<file path="config.mk">
export PLATFORM = sky130hd
export DESIGN_NAME = mem_port_arbiter
export DESIGN_NICKNAME = d
export VERILOG_FILES = /design/src/rtl/mem_port_arbiter.sv
export SDC_FILE = /design/constraint.sdc
export NUM_CORES = 1
export LEC_CHECK = 0
export ABC_CLOCK_PERIOD_IN_PS = 3900
export BUFFER_PORTS_ARGS = -buffer_cell sky130_fd_sc_hd__buf_2
export CAP_MARGIN = 20
export CORE_AREA = 2 2 132 134
export DETAILED_ROUTE_END_ITERATION = 10
export DIE_AREA = 0 0 134 136
export PLACE_DENSITY = 0.66
export SLEW_MARGIN = 20
export SYNTH_ARGS = -nofsm -noshare
export SYNTH_HDL_FRONTEND = slang
export SYNTH_SLANG_ARGS = --single-unit
</file>
<file path="constraint.sdc">
create_clock -name clk -period 3.9 [get_ports clk]
set_input_delay 0.195 -clock clk [delete_from_list [all_inputs] [get_ports clk]]
set_output_delay 0.195 -clock clk [all_outputs]
set_load 0.02 [all_outputs]
</file>
<file path="src/rtl/mem_port_arbiter.sv">
// -----------------------------------------------------------------------------
// mem_port_arbiter
//
// Shares one single-ported, fixed-latency memory among NREQ requesters
// (0 = CPU data port, 1 = CPU fetch port, 2 = loader/debug). Requests are
// served one at a time in round-robin order. Each transaction walks
// IDLE -> ISSUE -> (WAIT x MEM_LAT -> RESP, reads only) -> IDLE.
//
// Parameters
//   bus      address/data width
//   NREQ     number of requesters (2..8)
//   MEM_LAT  cycles from mem_re to valid mem_rdata (1..15)
//
// Ports
//   clk, rst_n         clock (rising edge), asynchronous active-low reset
//   req, we            per-requester request and write flag
//   addr, wdata        per-requester address/write data, requester i at
//                      [i*bus +: bus]
//   gnt                one-hot grant pulse during the ISSUE cycle
//   rvalid, rdata      one-hot read-valid pulse (RESP) and read data;
//                      rdata holds its last value outside RESP
//   busy               high whenever the arbiter is not IDLE
//   mem_addr/mem_wdata memory address/write data (driven in ISSUE only)
//   mem_re/mem_we      memory read/write strobes (ISSUE only)
//   mem_rdata          memory read data
//
// Optional feature (macro ARB_PERF_CNT_EN)
//   Adds input cnt_clr and output grant_cnt[NREQ*16]: one saturating 16-bit
//   grant counter per requester, requester i at [i*16 +: 16]. cnt_clr
//   zeroes all counters and takes priority over a same-cycle increment.
// -----------------------------------------------------------------------------
module mem_port_arbiter #(
    parameter int bus     = 32,
    parameter int NREQ    = 3,
    parameter int MEM_LAT = 1
) (
    input  logic                clk,
    input  logic                rst_n,
    input  logic [NREQ-1:0]     req,
    input  logic [NREQ-1:0]     we,
    input  logic [NREQ*bus-1:0] addr,
    input  logic [NREQ*bus-1:0] wdata,
`ifdef ARB_PERF_CNT_EN
    input  logic                cnt_clr,
    output logic [NREQ*16-1:0]  grant_cnt,
`endif
    output logic [NREQ-1:0]     gnt,
    output logic [NREQ-1:0]     rvalid,
    output logic [bus-1:0]      rdata,
    output logic                busy,
    output logic [bus-1:0]      mem_addr,
    output logic [bus-1:0]      mem_wdata,
    output logic                mem_re,
    output logic                mem_we,
    input  logic [bus-1:0]      mem_rdata
);

    localparam int PTR_W = (NREQ > 1) ? $clog2(NREQ) : 1;
    localparam int CNT_W = 4;

    typedef enum logic [1:0] {
        IDLE  = 2'd0,
        ISSUE = 2'd1,
        WAIT  = 2'd2,
        RESP  = 2'd3
    } state_t;

    state_t             state;
    state_t             state_next;

    logic [PTR_W-1:0]   ptr;        // last granted requester
    logic [PTR_W-1:0]   owner;      // requester owning the current transaction
    logic [PTR_W-1:0]   win_next;
    logic               win_found;

    logic [bus-1:0]     addr_lat;
    logic [bus-1:0]     wdata_lat;
    logic               we_lat;
    logic [CNT_W-1:0]   lat_cnt;
    logic [bus-1:0]     rdata_q;

    // (base + k) modulo NREQ, for k in 1..NREQ
    function automatic logic [PTR_W-1:0] rr_index(input logic [PTR_W-1:0] base,
                                                  input int               k);
        int sum;
        sum = int'(base) + k;
        if (sum >= NREQ) begin
            sum = sum - NREQ;
        end
        return PTR_W'(sum);
    endfunction

    // Round-robin search starting just after the last winner
    always_comb begin
        win_found = 1'b0;
        win_next  = ptr;
        for (int k = 1; k <= NREQ; k++) begin
            if (!win_found && req[rr_index(ptr, k)]) begin
                win_found = 1'b1;
                win_next  = rr_index(ptr, k);
            end
        end
    end

    // Next-state logic
    always_comb begin
        state_next = state;
        case (state)
            IDLE:    if (win_found) state_next = ISSUE;
            ISSUE:   state_next = we_lat ? IDLE : WAIT;
            WAIT:    if (lat_cnt == CNT_W'(MEM_LAT)) state_next = RESP;
            RESP:    state_next = IDLE;
            default: state_next = IDLE;
        endcase
    end

    // Outputs decoded from state; everything is zero outside its own state
    always_comb begin
        gnt       = '0;
        rvalid    = '0;
        mem_addr  = '0;
        mem_wdata = '0;
        mem_re    = 1'b0;
        mem_we    = 1'b0;
        case (state)
            ISSUE: begin
                gnt[owner] = 1'b1;
                mem_addr   = addr_lat;
                mem_wdata  = wdata_lat;
                mem_re     = ~we_lat;
                mem_we     = we_lat;
            end
            RESP: begin
                rvalid[owner] = 1'b1;
            end
            default: ;
        endcase
    end

    assign busy  = (state != IDLE);
    assign rdata = rdata_q;

    // State register and transaction bookkeeping
    always_ff @(posedge clk or negedge rst_n) begin
        if (!rst_n) begin
            state     <= IDLE;
            ptr       <= PTR_W'(NREQ - 1);
            owner     <= '0;
            addr_lat  <= '0;
            wdata_lat <= '0;
            we_lat    <= 1'b0;
            lat_cnt   <= '0;
            rdata_q   <= '0;
        end else begin
            state <= state_next;
            case (state)
                // Requests are only looked at here; the winner is latched so
                // the requester may drop its signals from the grant onward.
                IDLE: begin
                    if (win_found) begin
                        owner     <= win_next;
                        addr_lat  <= addr[win_next*bus +: bus];
                        wdata_lat <= wdata[win_next*bus +: bus];
                        we_lat    <= we[win_next];
                    end
                end
                ISSUE: begin
                    ptr     <= owner;
                    lat_cnt <= CNT_W'(1);
                end
                // lat_cnt == k during the k-th cycle after the read strobe
                WAIT: begin
                    lat_cnt <= lat_cnt + CNT_W'(1);
                    if (lat_cnt == CNT_W'(MEM_LAT)) begin
                        rdata_q <= mem_rdata;
                    end
                end
                RESP: begin
                    lat_cnt <= '0;
                end
                default: ;
            endcase
        end
    end

`ifdef ARB_PERF_CNT_EN
    logic [15:0] gcnt [NREQ];

    function automatic logic [15:0] sat_inc(input logic [15:0] v);
        return (v == 16'hFFFF) ? v : v + 16'd1;
    endfunction

    always_ff @(posedge clk or negedge rst_n) begin
        if (!rst_n) begin
            for (int i = 0; i < NREQ; i++) begin
                gcnt[i] <= '0;
            end
        end else begin
            for (int i = 0; i < NREQ; i++) begin
                if (cnt_clr) begin
                    gcnt[i] <= '0;
                end else if (gnt[i]) begin
                    gcnt[i] <= sat_inc(gcnt[i]);
                end
            end
        end
    end

    for (genvar g = 0; g < NREQ; g++) begin : g_cnt_out
        assign grant_cnt[g*16 +: 16] = gcnt[g];
    end
`endif

endmodule

</file>
==> key figures, run 1 <==
Worst setup path
  – Worst reg2reg path startpoint: ptr[1]
  – Worst reg2reg endpoint: wdata_lat[29]
  – Max FO, Critical Path: 38
  – Worst EP arrival: 3440 ps
  – Startpoint types: register
  – Critical path required time: 4130 ps
  – Worst Setup SP: ptr[1]
  – Crit end category: register
  – R2R setup slack: 690 ps
  – Cells on worst reg2reg path: 9
  – Kind of critical path: register to register
  – Worst Setup EP: wdata_lat[29]

Synthesis
  – Post-Synthesis Cell Area: 5890 µm²
  – Synth cell types: 36
  – Post-Syn Area per Cell: 10.8 µm²
  – Post-synth EDFFs: 0
  – Post-synthesis async set-or-reset flop share: 1.00
  – Largest cells by area after synthesis: dfrtp_1 45%, mux2_2 13%, a221o_1 11%
  – Yosys reg bits: 107
  – Cell taking the most area after synthesis: dfrtp_1
  – Syn nets: 785
  – Dominant synthesized flop cell: dfrtp_1
  – Warnings, synthesis: 0
  – Post-synthesis sequential area ratio: 0.455
  – Yosys top cell area share: 0.451
  – Cells after Synth: 547

STA
  – Slew HR: 0.351
  – Final Skew: 10.0 ps
  – Worst slew pin tran: 971 ps
  – Final critical-path required period: 3210 ps
  – Min setup slack post-route: 694 ps
  – Final Hold Fails: 0
  – Fmax: 0.312 GHz
  – RSZ-0062 raised after global routing: no
  – Final worst-path cycle share: 0.822
  – Pins Over Slew Limit: 0
  – Final setup viols: 0
  – Setup_tns: 0 ps

Die
  – Initial Utilization: 0.349
  – Die W: 134 µm
  – Die Ht: 136 µm
  – I/O pin count: 337
  – Core area: 16900 µm²
  – Full die area: 18200 µm²
  – Cell Rows: 48

Placement
  – Place WS: 708 ps
  – Dpl cells: 1073
  – Dpl cell area: 7760 µm²
  – Hpwl dp: 13200 µm
  – Gpl congestion: 0.803
  – Port bufs: 336

Route
  – Per-cell routed wire length: 16.8 µm
  – Detailed Route Iter0 Violations: 236
  – Routed WL: 18400 µm
  – Via count: 5649
  – First drt pass iteration count: 4
  – Routed vias/inst: 5.17
  – Remaining antenna violation count after routing: 0
  – Detailed-route DRC error count: 0

CTS
  – TritonCTS Sinks: 107
  – Clock transition at path regs: 80 ps
  – Post-CTS Hold Buffers: 1
  – TritonCTS clock tree: built
  – Clock root buffer master: clkbuf_16
  – Htree depth: 3
  – Maximum clock insertion buffer count: 2
  – Resized Gates After CTS: 0
  – Clock Latency Late Sink: 360 ps
  – Total CTS buffers: 9
  – Setup Buffers After CTS: 0

Power and ir drop
  – NetSw: 0.00341 W
  – Logic gate share of total power: 0.619
  – Net Sw Frac: 0.446
  – Peak supply drop: 343 µV
  – Sequential share of power: 0.260
  – Leak Pwr: 4.04 nW
  – Clock share of power: 0.122
  – Pwr/cell area: 946 nW/µm²
  – Cell Int Power: 0.00423 W

Final layout
  – Commonest non-fill, non-tap cells in the layout: 335 x buf_2, 106 x dfrtp_1, 104 x and2_1
  – Final net count: 1098
  – Final cell area excluding filler cells: 8080 µm²
  – Area grow syn2layout: 37.3%
  – Layout Utilization: 0.479
  – Most common cell after layout, fill and taps aside: buf_2
  – Layout cells sized above 1: 0.511
  – Layout Cells excl Fill: 1092

Job
  – MaxCap Viol Count: 0

GRT
  – Largest net degree at the start of global routing: 70
  – First-pass GRT wire length: 28500 µm
  – GRT Total Usage: 0.199
  – Vias in the first global route: 5765
  – Grt ovf: 0
  – Initial antenna violation count: 2

Status
  – Status: completed

Worst hold path
  – Hold WC Path Type: input port to register
## worst max-delay path, stage by stage (launching register included)
cell and delay (ps):
dfstp_2 560, inv_1 70, ha_1 420, nor3b_1 380, a211oi_2 110, a211o_1 310
nand2_2 70, buf_4 430, mux2_2 400, a221o_1 300
## sequential cells by signal (all words and copies together), names as in the netlist, named ones only
| signal | count |
|---|---|
| addr_lat | 32 |
| rdata | 32 |
| wdata_lat | 32 |
| lat_cnt | 4 |
| owner | 2 |
| ptr | 2 |
| state | 1 |
| we_lat | 1 |
## cell families (layout without fill, tap and decap cells)
kind of cell             count (synthesis)  in the layout  synth area share
flip-flops                             107            107             0.455
AO/OA/AOI/OAI                          137            137             0.182
buffers and inverters                   54            372            0.0419
multiplexers                            75             75             0.143
adder cells (fa/ha/maj)                  6              6            0.0128
XOR/XNOR                                 3              3           0.00446
AND/OR/NAND/NOR                        165            165             0.161
other                                    0              2                 0
## area by class of cell
| cell class | count | area, µm² |
|---|---|---|
| Fill cell | 1645 | 8800 |
| Clock buffer | 9 | 225 |
| Timing Repair Buffer | 350 | 1790 |
| Inverter | 6 | 22.5 |
| Tap cell | 225 | 282 |
| Clock inverter | 7 | 80.1 |
| Sequential cell | 107 | 2680 |
| Multi-Input combinational cell | 386 | 3000 |
| Antenna cell | 2 | 5.00 |
## power by group through the flow
| stage | sequential [W] | clock, W | combinational, W |
|---|---|---|---|
| 2_1_floorplan | 0.00213 | 0 | 0.00338 |
| 3_3_place_gp | 0.00198 | 0 | 0.00471 |
| 3_5_place_dp | 0.00200 | 0 | 0.00478 |
| 4_1_cts | 0.00199 | 0.000967 | 0.00479 |
| 5_1_grt | 0.00205 | 0.00101 | 0.00517 |
| 6_report | 0.00198 | 0.000931 | 0.00473 |
## worst min path at each step
stage                  start             to  slack [ps]  cells past startpoint
global placement       rst_n    addr_lat[0]         390                      1
detailed placement     rst_n  wdata_lat[28]         380                      1
CTS                 addr[71]    addr_lat[7]          40                      2
global route        addr[77]   addr_lat[13]          50                      2
finish              addr[74]   addr_lat[10]          60                      2
floorplan              rst_n      async pin        -100                      0
## synth_stat cells (all sizes together) (2+ instances only)
master and number:
a211o 2, a211oi 3, a21o 3, a21oi 27, a221o 65, and2 104, buf 18, clkbuf 30
dfrtp 106, ha 6, inv 6, mux2 73, mux2i 2, nand2 8, nand2b 4, nand3 27
nor2 14, nor2b 2, nor3 3, o21ai 31, o2bb2ai 2, o31ai 2, xor2 2
## layer usage
layer / GRT usage / routed length, µm / vias up
met2: 0.356 / 9300 / 255
met1: 0.227 / 7240 / 2719
met5: 0 / 0 / -
li1: - / - / 2637
met4: 0.108 / 656 / 0
met3: 0.0347 / 1200 / 38
## per-stage QoR
stage,hold WS (ps),power (W)
detailed placement,383,0.00678
finish,61.2,0.00764
global route,47.7,0.00823
floorplan,-101,0.00551
CTS,44.2,0.00774
global placement,392,0.00669
Note: power is estimated with default switching activity, not from simulation.
==> run 2: changes to the inputs <==
ABC_CLOCK_PERIOD_IN_PS = 3000   (was 3900)
clock period = 3 ns   (was 3.9 ns; I/O delays follow)
==> run 2 against run 1 <==
  * Core utilization is 0.99 points higher
  * Cell count is 0.73% higher
  * Critical path depth is 1 lower
  * Clock skew is 4.0 ps higher
  * Routed wire length is 3.6% higher
  * Fmax is 10% higher
  * Count of clock-buffer cells in the layout stayed put
  * Register-to-register slack worse by 600 ps
  * Power is 36% higher
  * Non-clock buffer count is 9 higher
  * Critical path type unchanged
==> key figures, run 2 (same netlist as run 1, synthesis figures left out) <==
Final layout
  – Most common cell after layout, fill and taps aside: buf_2
  – Area grow syn2layout: 40.1%
  – Layout Utilization: 0.489
  – Layout cells sized above 1: 0.521
  – Commonest non-fill, non-tap cells in the layout: 335 x buf_2, 106 x dfrtp_1, 104 x and2_1
  – Final net count: 1108
  – FILL cells: 1624
  – # diodes: 0

STA
  – Pins Over Slew Limit: 0
  – Slew HR: 0.436
  – Final setup viols: 0
  – Final Skew: 14.1 ps
  – Final worst-path cycle share: 0.970
  – Final critical-path required period: 2910 ps
  – Fmax: 0.344 GHz
  – Setup_tns: 0 ps
  – Worst slew pin tran: 845 ps
  – Final Hold Fails: 0

Route
  – Routed WL: 19100 µm
  – Detailed Route Iter0 Violations: 307
  – Via count: 5635
  – Detailed-route DRC error count: 0
  – First drt pass iteration count: 4
  – Per-cell routed wire length: 17.3 µm
  – Routed vias/inst: 5.12
  – Remaining antenna violation count after routing: 0

Worst setup path
  – Most frequent CP cell: mux2_2
  – CP max stage cell: dfstp_2
  – Worst Setup SP: ptr[1]
  – Worst Setup EP: wdata_lat[30]
  – Worst EP arrival: 3140 ps
  – Worst reg2reg path startpoint: ptr[1]
  – WP depth: 8
  – Crit-path leading delay family: compound AO/OA/AOI/OAI gates
  – Max FO, Critical Path: 38
  – Critical path required time: 3230 ps
  – Worst reg2reg endpoint: wdata_lat[30]
  – R2R setup slack: 90 ps
  – Critical path cell sequence: ha_2 -> mux2_2 -> a21o_2 -> a211o_1 -> nand2_2 -> buf_12 -> mux2_2 -> a221o_1
  – Crit path buffers/inverters: 1
  – Crit end category: register
  – Startpoint types: register
  – Kind of critical path: register to register
  – Crit path largest cell delay: 560 ps
  – Cells on worst reg2reg path: 8

Power and ir drop
  – Pwr/cell area: 1260 nW/µm²
  – Peak supply drop: 660 µV
  – Leak Pwr: 4.12 nW

Die
  – Die W: 134 µm
  – Core area: 16900 µm²
  – Full die area: 18200 µm²
  – Die Ht: 136 µm
  – Initial Utilization: 0.349
  – Cell Rows: 48
  – I/O pin count: 337

GRT
  – GRT Total Usage: 0.202
  – Vias in the first global route: 5704
  – First-pass GRT wire length: 28900 µm
  – Grt ovf: 0
  – Largest net degree at the start of global routing: 70
  – Initial antenna violation count: 0

Worst hold path
  – Worst Hold Depth: 2
  – Hold WC Path Type: input port to register

Placement
  – Hpwl dp: 13200 µm
  – Port bufs: 336
  – Gpl congestion: 0.818

Job
  – MaxCap Viol Count: 0

CTS
  – TritonCTS Sinks: 107
  – Clock Latency Late Sink: 360 ps
  – Maximum clock insertion buffer count: 2
  – TritonCTS clock tree: built
  – Total CTS buffers: 9
  – Clock root buffer master: clkbuf_16
  – Htree depth: 3
  – Clock transition at path regs: 90 ps

Status
  – Status: completed
[run 2: worst min-delay path by stage]
stage | startpoint | endpoint | slack, ps
3_5_place_dp | rst_n | addr_lat[0] | 300
4_1_cts | addr[74] | addr_lat[10] | 2
2_1_floorplan | rst_n | async pin | -150
6_report | addr[74] | addr_lat[10] | 20
3_3_place_gp | rst_n | addr_lat[0] | 300
5_1_grt | mem_rdata[6] | rdata[6] | 6
[run 2: area by class of cell]
cell class	instances	area, µm²	area share
clock buffer	9	225	0.0273
clock inverter	7	100	0.0121
inverter	6	22.5	0.00273
multi-input combinational	387	3030	0.367
sequential	107	2680	0.325
tap	225	282	0.0341
timing repair buffer	359	1910	0.232
[run 2: through the flow]
step | instance area (µm²) | hold WS (ps) | cells | total power [W] | setup WS (ps)
after floorplan | 5890 | -146 | 547 | 0.00716 | 130
after global placement | 7860 | 300 | 1079 | 0.00888 | 129
after detailed placement | 7860 | 304 | 1079 | 0.00900 | 109
after CTS | 8190 | 2.44 | 1096 | 0.0103 | 87.8
after global routing | 8250 | 5.67 | 1100 | 0.0112 | -17.2
final | 8250 | 15.3 | 1100 | 0.0104 | 89.6
[run 2: what timing repair did]
item,in CTS,in global routing
hold endpoints to repair,58,0
resized for setup,0,7
buffers inserted,0,3
hold buffers,1,0
setup endpoints to repair,0,48
[run 2: where the power goes]
part,internal [W],total [W],switching (W)
combinational,0.00294,0.00653,0.00360
clock,0.000683,0.00130,0.000622
sequential,0.00220,0.00257,0.000371
total,0.00582,0.0104,0.00459
[run 2: layer usage]
layer | global-route usage | vias to the layer above | wire length [µm]
li1 | - | 2654 | -
met1 | 0.232 | 2694 | 7540
met3 | 0.0477 | 36 | 1360
met5 | 0 | - | 0
met2 | 0.367 | 251 | 9710
met4 | 0.0691 | 0 | 464
==> run 3: changes to the inputs <==
BUFFER_PORTS_ARGS = default   (was -buffer_cell sky130_fd_sc_hd__buf_2)
DONT_BUFFER_PORTS = 1   (was default)
PLACE_DENSITY = 0.49   (was 0.66)
==> run 3 against run 2 <==
  * Sequential cell count stayed put
  * Core utilization is 3.8 points lower
  * Sequential share of layout area is 2.8 points higher
  * Register-to-register slack worse by 20 ps
  * Die area stayed put
  * First-iteration DRC count is 32% lower
  * Largest power group unchanged
  * Clock skew is 2.7 ps lower
  * Non-clock buffer count is 238 lower
  * Hold slack better by 34 ps
  * Sequential power is 14% higher
  * Setup slack worse by 15 ps
  * Cell count is 22% lower
==> key figures, run 3 (same netlist as run 1, synthesis figures left out) <==
Status
  – Status: completed

Worst setup path
  – Crit-path leading delay family: compound AO/OA/AOI/OAI gates
  – Kind of critical path: register to register
  – Crit path buffers/inverters: 1
  – Crit end category: register
  – Startpoint types: register
  – CP max stage cell: dfstp_2
  – Worst EP arrival: 3150 ps
  – Critical path required time: 3230 ps
  – Most frequent CP cell: mux2_2
  – Max FO, Critical Path: 6
  – Crit path largest cell delay: 580 ps
  – Critical path cell sequence: ha_2 -> mux2_2 -> a21o_4 -> a211o_1 -> nand2_4 -> clkbuf_16 -> mux2_2 -> a221o_1

STA
  – Setup_tns: 0 ps
  – Worst slew pin tran: 708 ps
  – Final setup viols: 0
  – Fmax: 0.342 GHz
  – Minimum hold slack: 49.6 ps
  – Pins Over Slew Limit: 0
  – Final Hold Fails: 0
  – Final Skew: 11.3 ps
  – Slew HR: 0.527
  – Final worst-path cycle share: 0.975
  – Final critical-path required period: 2930 ps

Die
  – Initial Utilization: 0.349
  – Die Ht: 136 µm
  – I/O pin count: 337
  – Die W: 134 µm
  – Core area: 16900 µm²
  – Full die area: 18200 µm²
  – Cell Rows: 48

GRT
  – Initial antenna violation count: 0
  – First-pass GRT wire length: 26400 µm
  – GRT Total Usage: 0.188
  – Largest net degree at the start of global routing: 108
  – Grt ovf: 0
  – Vias in the first global route: 4937

CTS
  – Clock transition at path regs: 70 ps
  – Setup Buffers After CTS: 0
  – Clock Latency Late Sink: 360 ps
  – Total CTS buffers: 9
  – Htree depth: 3
  – TritonCTS Sinks: 107
  – Clock root buffer master: clkbuf_16
  – TritonCTS clock tree: built
  – Maximum clock insertion buffer count: 2

Placement
  – Port bufs: 0
  – Gpl congestion: 0.852
  – Hpwl dp: 11900 µm

Final layout
  – Area grow syn2layout: 29.1%
  – Most common cell after layout, fill and taps aside: dfrtp_1
  – Final net count: 870
  – # diodes: 0
  – Layout cells sized above 1: 0.193
  – FILL cells: 1562
  – Commonest non-fill, non-tap cells in the layout: 105 x dfrtp_1, 104 x and2_1, 98 x dlygate4sd3_1
  – Layout Utilization: 0.450

Power and ir drop
  – Peak supply drop: 667 µV
  – Pwr Total: 0.0103 W
  – Pwr/cell area: 1350 nW/µm²
  – Leak Pwr: 3.12 nW

Route
  – Per-cell routed wire length: 21.7 µm
  – Via count: 4813
  – Remaining antenna violation count after routing: 0
  – Routed vias/inst: 5.59
  – Detailed-route DRC error count: 0
  – First drt pass iteration count: 4
  – Detailed Route Iter0 Violations: 209
  – Routed WL: 18700 µm

Worst hold path
  – Hold WC Path Type: input port to register

Job
  – MaxCap Viol Count: 0
run 3: changes by cell type in the layout (fill, tap and decap cells not counted), sizes merged:
cell	change
clkinv	-1
inv	-3
clkbuf	+3
clkinvlp	+4
buf	-338
bufinv	-1
dlygate4sd3	+97
run 3: path summary, 6_finish.rpt:
check                                    from            end  slack [ps]  cells past startpoint
worst max-delay path                   ptr[1]   addr_lat[30]          70                      8
worst min-delay path                 addr[52]   addr_lat[20]          50                      2
worst max register to register         ptr[1]   addr_lat[30]          70                      8
worst min register to register  wdata_lat[25]  wdata_lat[25]         510                      1
max in group asynchronous               rst_n   wdata_lat[0]        2190                      2
min in group asynchronous               rst_n  wdata_lat[24]         390                      2
run 3: per-layer routing:
metal  wire length (µm)  share of wire  global-route usage
met1               7690           0.41               0.225
met2               9080           0.49               0.321
met3               1490          0.079              0.0488
met4                453          0.024              0.0792
met5                  0              0                   0
run 3: repair_timing:
action	4_1_cts	5_1_grt
setup endpoints to repair	38	66
hold endpoints to repair	204	0
gates cloned	1	5
gates resized for setup	1	9
pin swaps	0	1
hold buffers	99	0
run 3: through the flow:
stage               worst slack, ps  std cells  cell area [µm²]
floorplan                       130        547             5890
global placement               20.1        741             6170
detailed placement            -40.2        741             6170
CTS                            2.57        856             7460
global route                  -11.0        861             7600
finish                         74.4        861             7600
run 3: final cells by class:
class / instances / area (µm²) / share of cell area
multi-input combinational: 387 / 3050 / 0.401
timing repair buffer: 121 / 1300 / 0.171
tap: 225 / 282 / 0.0370
sequential: 107 / 2680 / 0.353
inverter: 6 / 22.5 / 0.00296
clock inverter: 6 / 50.0 / 0.00658
clock buffer: 9 / 225 / 0.0296
run 3: power breakdown:
group          internal [W]  switching, W  leakage [nW]  total [W]
Clock              0.000568      0.000570         0.122    0.00114
Combinational       0.00285       0.00335          1.69    0.00621
Sequential          0.00221      0.000725          1.30    0.00293
Total               0.00563       0.00465          3.12     0.0103
